**src/rtl/assignment_driver_if.sv**
```systemverilog
// assignment_driver_if
//  Groups the host-side stimulus/result handshakes and the DUT method pins
//  (start/next) driven by assignment_driver.
//  Ports (all members):
//    host_valid/host_ready/host_data            stimulus word handshake
//    res_valid/res_ready/res_data/res_timeout   result word handshake
//    RDY_start/EN_start                         DUT start method
//    RDY_next/EN_next/next_k/next               DUT next actionvalue
//  modport slave  : the sequencer (assignment_driver)
//  modport master : the environment (host plus DUT model)
interface assignment_driver_if #(
  parameter int N_BITS = 8
);
  logic              host_valid;
  logic              host_ready;
  logic [N_BITS-1:0] host_data;
  logic              res_valid;
  logic              res_ready;
  logic [N_BITS-1:0] res_data;
  logic              res_timeout;
  logic              RDY_start;
  logic              EN_start;
  logic              RDY_next;
  logic              EN_next;
  logic              next_k;
  logic              next;

  modport slave (
    input  host_valid, host_data, res_ready, RDY_start, RDY_next, next,
    output host_ready, res_valid, res_data, res_timeout, EN_start, EN_next, next_k
  );

  modport master (
    output host_valid, host_data, res_ready, RDY_start, RDY_next, next,
    input  host_ready, res_valid, res_data, res_timeout, EN_start, EN_next, next_k
  );
endinterface

```
**src/rtl/assignment_driver.sv**
```systemverilog
// assignment_driver
//  Upstream sequencer for the assignment DUT. Accepts an N_BITS stimulus word
//  from the host, fires the DUT start method once, then fires the next method
//  once per bit (next_k = stimulus bits LSB-first), collecting each returned
//  bit into a result word handed back to the host. A watchdog aborts the
//  transaction if the DUT holds its RDY low for TIMEOUT consecutive cycles.
//  Parameters:
//    N_BITS  : stimulus/result width (>=1)
//    TIMEOUT : consecutive not-ready cycles before abort, 0 disables
//  Ports:
//    CLK   : clock, rising edge
//    RST_N : asynchronous active-low reset
//    bus   : assignment_driver_if.slave (host and DUT method signals)
module assignment_driver #(
  parameter int N_BITS  = 8,
  parameter int TIMEOUT = 255
) (
  input  logic                 CLK,
  input  logic                 RST_N,
  assignment_driver_if.slave   bus
);

  localparam int CNT_W = (N_BITS > 1) ? $clog2(N_BITS) : 1;
  localparam int WD_W  = (TIMEOUT > 0) ? $clog2(TIMEOUT + 1) : 1;
  localparam logic [CNT_W-1:0] CNT_LAST = CNT_W'(N_BITS - 1);
  // Watchdog value one short of TIMEOUT: a further idle cycle means expiry.
  localparam logic [WD_W-1:0]  WD_LAST  = (TIMEOUT > 0) ? WD_W'(TIMEOUT - 1) : '0;

  typedef enum logic [1:0] {
    IDLE,
    START,
    STREAM,
    DONE
  } state_t;

  state_t            state_reg,  state_next;
  logic [N_BITS-1:0] stim_reg,   stim_next;
  logic [N_BITS-1:0] res_reg,    res_next;
  logic [CNT_W-1:0]  cnt_reg,    cnt_next;
  logic [WD_W-1:0]   wd_reg,     wd_next;
  logic              to_reg,     to_next;

  logic wd_expire;
  assign wd_expire = (TIMEOUT != 0) && (wd_reg == WD_LAST);

  always_ff @(posedge CLK or negedge RST_N) begin
    if (!RST_N) begin
      state_reg <= IDLE;
      stim_reg  <= '0;
      res_reg   <= '0;
      cnt_reg   <= '0;
      wd_reg    <= '0;
      to_reg    <= 1'b0;
    end else begin
      state_reg <= state_next;
      stim_reg  <= stim_next;
      res_reg   <= res_next;
      cnt_reg   <= cnt_next;
      wd_reg    <= wd_next;
      to_reg    <= to_next;
    end
  end

  always_comb begin
    state_next      = state_reg;
    stim_next       = stim_reg;
    res_next        = res_reg;
    cnt_next        = cnt_reg;
    wd_next         = wd_reg;
    to_next         = to_reg;
    bus.host_ready  = 1'b0;
    bus.res_valid   = 1'b0;
    bus.EN_start    = 1'b0;
    bus.EN_next     = 1'b0;
    bus.next_k      = 1'b0;

    case (state_reg)
      IDLE: begin
        bus.host_ready = 1'b1;
        if (bus.host_valid) begin
          // Clearing the result here keeps uncollected bits at 0 on abort.
          stim_next  = bus.host_data;
          res_next   = '0;
          to_next    = 1'b0;
          cnt_next   = '0;
          wd_next    = '0;
          state_next = START;
        end
      end

      START: begin
        bus.EN_start = bus.RDY_start;
        if (bus.RDY_start) begin
          cnt_next   = '0;
          wd_next    = '0;
          state_next = STREAM;
        end else if (wd_expire) begin
          to_next    = 1'b1;
          state_next = DONE;
        end else if (TIMEOUT != 0) begin
          wd_next = wd_reg + 1'b1;
        end
      end

      STREAM: begin
        bus.next_k  = stim_reg[0];
        bus.EN_next = bus.RDY_next;
        if (bus.RDY_next) begin
          res_next[cnt_reg] = bus.next;
          stim_next         = stim_reg >> 1;
          cnt_next          = cnt_reg + 1'b1;
          wd_next           = '0;
          if (cnt_reg == CNT_LAST) begin
            state_next = DONE;
          end
        end else if (wd_expire) begin
          to_next    = 1'b1;
          state_next = DONE;
        end else if (TIMEOUT != 0) begin
          wd_next = wd_reg + 1'b1;
        end
      end

      DONE: begin
        bus.res_valid = 1'b1;
        if (bus.res_ready) begin
          state_next = IDLE;
        end
      end

      default: begin
        state_next = IDLE;
      end
    endcase
  end

  assign bus.res_data    = res_reg;
  assign bus.res_timeout = to_reg;

endmodule
```
**src/flat_wrapper.sv**
```systemverilog
// flat-port wrapper written by rule: the top's interface ports become plain ports
module assignment_driver_flat 
#(
  parameter int N_BITS  = 8,
  parameter int TIMEOUT = 255
)
  (CLK, RST_N, bus_host_valid, bus_host_data, bus_res_ready, bus_RDY_start, bus_RDY_next, bus_next, bus_host_ready, bus_res_valid, bus_res_data, bus_res_timeout, bus_EN_start, bus_EN_next, bus_next_k);
  input  logic CLK;
  input  logic RST_N;
  input wire logic [$bits(bus_i.host_valid)-1:0] bus_host_valid;
  input wire logic [$bits(bus_i.host_data)-1:0] bus_host_data;
  input wire logic [$bits(bus_i.res_ready)-1:0] bus_res_ready;
  input wire logic [$bits(bus_i.RDY_start)-1:0] bus_RDY_start;
  input wire logic [$bits(bus_i.RDY_next)-1:0] bus_RDY_next;
  input wire logic [$bits(bus_i.next)-1:0] bus_next;
  output wire logic [$bits(bus_i.host_ready)-1:0] bus_host_ready;
  output wire logic [$bits(bus_i.res_valid)-1:0] bus_res_valid;
  output wire logic [$bits(bus_i.res_data)-1:0] bus_res_data;
  output wire logic [$bits(bus_i.res_timeout)-1:0] bus_res_timeout;
  output wire logic [$bits(bus_i.EN_start)-1:0] bus_EN_start;
  output wire logic [$bits(bus_i.EN_next)-1:0] bus_EN_next;
  output wire logic [$bits(bus_i.next_k)-1:0] bus_next_k;
  assignment_driver_if #(.N_BITS(N_BITS)) bus_i ();
  assign bus_i.host_valid = bus_host_valid;
  assign bus_i.host_data = bus_host_data;
  assign bus_i.res_ready = bus_res_ready;
  assign bus_i.RDY_start = bus_RDY_start;
  assign bus_i.RDY_next = bus_RDY_next;
  assign bus_i.next = bus_next;
  assign bus_host_ready = bus_i.host_ready;
  assign bus_res_valid = bus_i.res_valid;
  assign bus_res_data = bus_i.res_data;
  assign bus_res_timeout = bus_i.res_timeout;
  assign bus_EN_start = bus_i.EN_start;
  assign bus_EN_next = bus_i.EN_next;
  assign bus_next_k = bus_i.next_k;
  assignment_driver #(.N_BITS(N_BITS), .TIMEOUT(TIMEOUT)) u_core (.CLK(CLK), .RST_N(RST_N), .bus(bus_i));
endmodule
```
**config.mk**
```make
export PLATFORM = sky130hd
export DESIGN_NAME = assignment_driver_flat
export DESIGN_NICKNAME = d
export VERILOG_FILES = /design/src/rtl/assignment_driver_if.sv /design/src/rtl/assignment_driver.sv /design/src/flat_wrapper.sv
export SDC_FILE = /design/constraint.sdc
export NUM_CORES = 1
export LEC_CHECK = 0
export CAP_MARGIN = 20
export CORE_MARGIN = 5
export CORE_UTILIZATION = 50
export CTS_CLUSTER_DIAMETER = 150
export DETAILED_ROUTE_END_ITERATION = 8
export PLACE_DENSITY = 0.76
export SETUP_SLACK_MARGIN = 0.3
export SLEW_MARGIN = 20
export SYNTH_ARGS = -nofsm -noshare
export SYNTH_HDL_FRONTEND = slang
export SYNTH_SLANG_ARGS = --single-unit
```
**constraint.sdc**
```tcl
create_clock -name CLK -period 3.4 [get_ports CLK]
set_input_delay 0.34 -clock CLK [delete_from_list [all_inputs] [get_ports CLK]]
set_output_delay 0.34 -clock CLK [all_outputs]
set_load 0.02 [all_outputs]
```
==> out/results.ini <==
[run_status]
outcome=complete, no violations

[detailed_routing]
wirelength_um=3680
postRouteAntennaNets=0
firstDrtPassIters=4
avgViaCountPerCell=5.74
drtIter0Drc=76
drc=0
vias=1470
wl_per_cell_um=14.4

[critical_path]
worst_setup_path_end_kind=output pin
crit_required_ns=3.06
critPathMaxFanout=22
crit_arrival_ns=2.26
cp-start-kind=flop
critical_path_class=flop to output pin

[clock_tree]
cts-root-buf=clkbuf_4
cts.htree.levels=2
path_clk_slew_ns=0.09
clockBufferDepth=2
clkLatencyLatePin_ns=0.33
post_cts_resized=0
cts_setup_buffers=0
clock-sinks=30
cts-hold-fix-buffers=0
numCtsBuffers=5
cts_tree=built

[finish]
drive_gt1_share_pct=7.14
stdcell_area_um2=2080
diodes=0
finalNetCount=233
area_growth_pct=21.5

[timing]
setup_viol=0
finalHoldViolCount=0
slew_viol_final=0
maxSlewHeadroom_pct=65.9
tightest_slew_ns=0.507
period_needed_ns=2.60
rsz0062_at_grt=false
finalClockSkew_ns=0.00886
finalSetupTns_ns=0
max_freq_ghz=0.384
post-route-period-util_pct=76.5

[logic_synthesis]
yosysSeqAreaShare_pct=43.8
synth_most_common_cell=dfrtp_1
synthTopCellsByCount=dfrtp_1 (30), o21ai_1 (21), nand2_1 (15)
ys_ff_latch=30
yosys_warnings=0
ys_async_sr_fraction_pct=100
synth.top_cell.area_share_pct=43.8
syn_avg_cell_area_um2=9.53
synth_top_flop_cell=dfrtp_1
synth.area.top_cells=dfrtp_1 (44%), ha_1 (6.6%), o21ai_1 (6.1%)
synth_fp_nets=204
synth_edf_count=0
yosysUniqueCellTypes=45
yosys.area.top_type=dfrtp_1
synth_area_um2=1720
synthCells=180

[power]
p_leak_nw=0.868
power_frac_comb_pct=47.3
clkPwrFrac_pct=16.2
internal_power_mw=0.803
switchingPower_mw=0.574
p_seq_share_pct=36.6
ir_drop_mv=0.513
p_per_area_nw_per_um2=660
swShare_pct=41.7

[global_routing]
grt_pass1_vias=1388
grt_max_degree=31
antenna_found_initial=0
grt_pass1_wl_um=6220
grt_util_all_layers_pct=17.9
gr-total-overflow=0

[placement]
dpl.hpwl_um=2730
placed_area_um2=2020
io_buffers=28
routabilityCongestion=0.836

[die]
die_height_um=68.6
dieWidth_um=68.6
die-area_um2=4700
core_area_um2=3340
io_pins=29
start_util_pct=51.4
rows=21

[hold_path]
hp-class=primary input to asynchronous set/reset pin

[run]
drv_cap=0

## power groups by stage
stage                     Combinational, mW  Sequential, mW  Clock, mW
after floorplan                       0.510           0.490          0
after global placement                0.626           0.503          0
after detailed placement              0.654           0.510          0
after CTS                             0.656           0.503      0.231
after global routing                  0.734           0.518      0.249
final                                 0.650           0.503      0.223
## final timing paths
path / depth (start not counted) / from / to / slack, ns
worst max-delay path: 6 / u_core.state_reg[0] / bus_EN_next / 0.80
worst min-delay path: 2 / RST_N / u_core.wd_reg[1] / 0.39
worst max register to register: 7 / u_core.state_reg[0] / u_core.wd_reg[3] / 1.34
worst min register to register: 2 / u_core.bus.res_data[1] / u_core.bus.res_data[1] / 0.49
max in group asynchronous: 2 / RST_N / u_core.bus.res_data[4] / 2.73
min in group CLK: 2 / u_core.bus.res_data[1] / u_core.bus.res_data[1] / 0.49
## cells in the final DEF, fill, tap and decap left out, types with 3 or more instances in the layout
master / synthesis / layout
dfrtp_1: 30 / 30
clkdlybuf4s50_1: 0 / 28
o21ai_1: 21 / 21
nand2_1: 15 / 15
inv_1: 11 / 11
nor2_1: 10 / 10
ha_1: 9 / 9
mux2i_1: 8 / 8
a21oi_1: 8 / 8
nand3_1: 6 / 6
a31oi_1: 5 / 5
clkbuf_4: 0 / 5
o21a_1: 4 / 4
nand2b_1: 3 / 3
nor2b_1: 3 / 3
nand4_1: 3 / 3
nor3_1: 3 / 3
o31ai_1: 3 / 3
## kinds of logic after synthesis
logic type	count (synthesis)	share of synthesized area [%]
and+or+nand+nor	57	19.3
adders and majority gates	9	6.56
muxes	8	4.67
AOI/OAI and AO/OA	57	20.8
DFF	30	43.8
buffers and inverters	19	4.96
## worst max-delay path: stages (launching register included)
cell and delay, ns:
dfrtp_1 0.43, inv_1 0.14, ha_1 0.16, buf_4 0.25, nand2_1 0.11, inv_1 0.18
clkdlybuf4s50_1 0.65
## through the flow
| step | std cells | util (%) | hold slack, ns | worst slack (ns) | power [mW] |
|---|---|---|---|---|---|
| after global routing | 256 | 62.5 | 0.408 | 0.641 | 1.50 |
| final | 256 | 62.5 | 0.389 | 0.798 | 1.38 |
| after detailed placement | 248 | 60.7 | 0.484 | 1.16 | 1.16 |
| after floorplan | 180 | - | 0.0444 | 1.54 | 1.00 |
| after global placement | 248 | 60.7 | 0.467 | 1.25 | 1.13 |
| after CTS | 256 | 62.5 | 0.388 | 0.774 | 1.39 |
## final cells by class
cell class | instances | area (µm²)
Tap cell | 46 | 57.6
Fill cell | 296 | 1250
Sequential cell | 30 | 751
Multi-Input combinational cell | 131 | 880
Timing Repair Buffer | 30 | 295
Inverter | 11 | 41.3
Clock inverter | 1 | 5.00
Clock buffer | 7 | 55.1
## metal layers
layer	global-route usage (%)	vias to the layer above	routed length, µm
met1	22.9	706	1680
li1	-	720	-
met3	5.19	8	150
met4	7.94	0	72
met2	28.1	36	1770
met5	0	-	0
No activity file was read; power rests on OpenSTA's default activity.
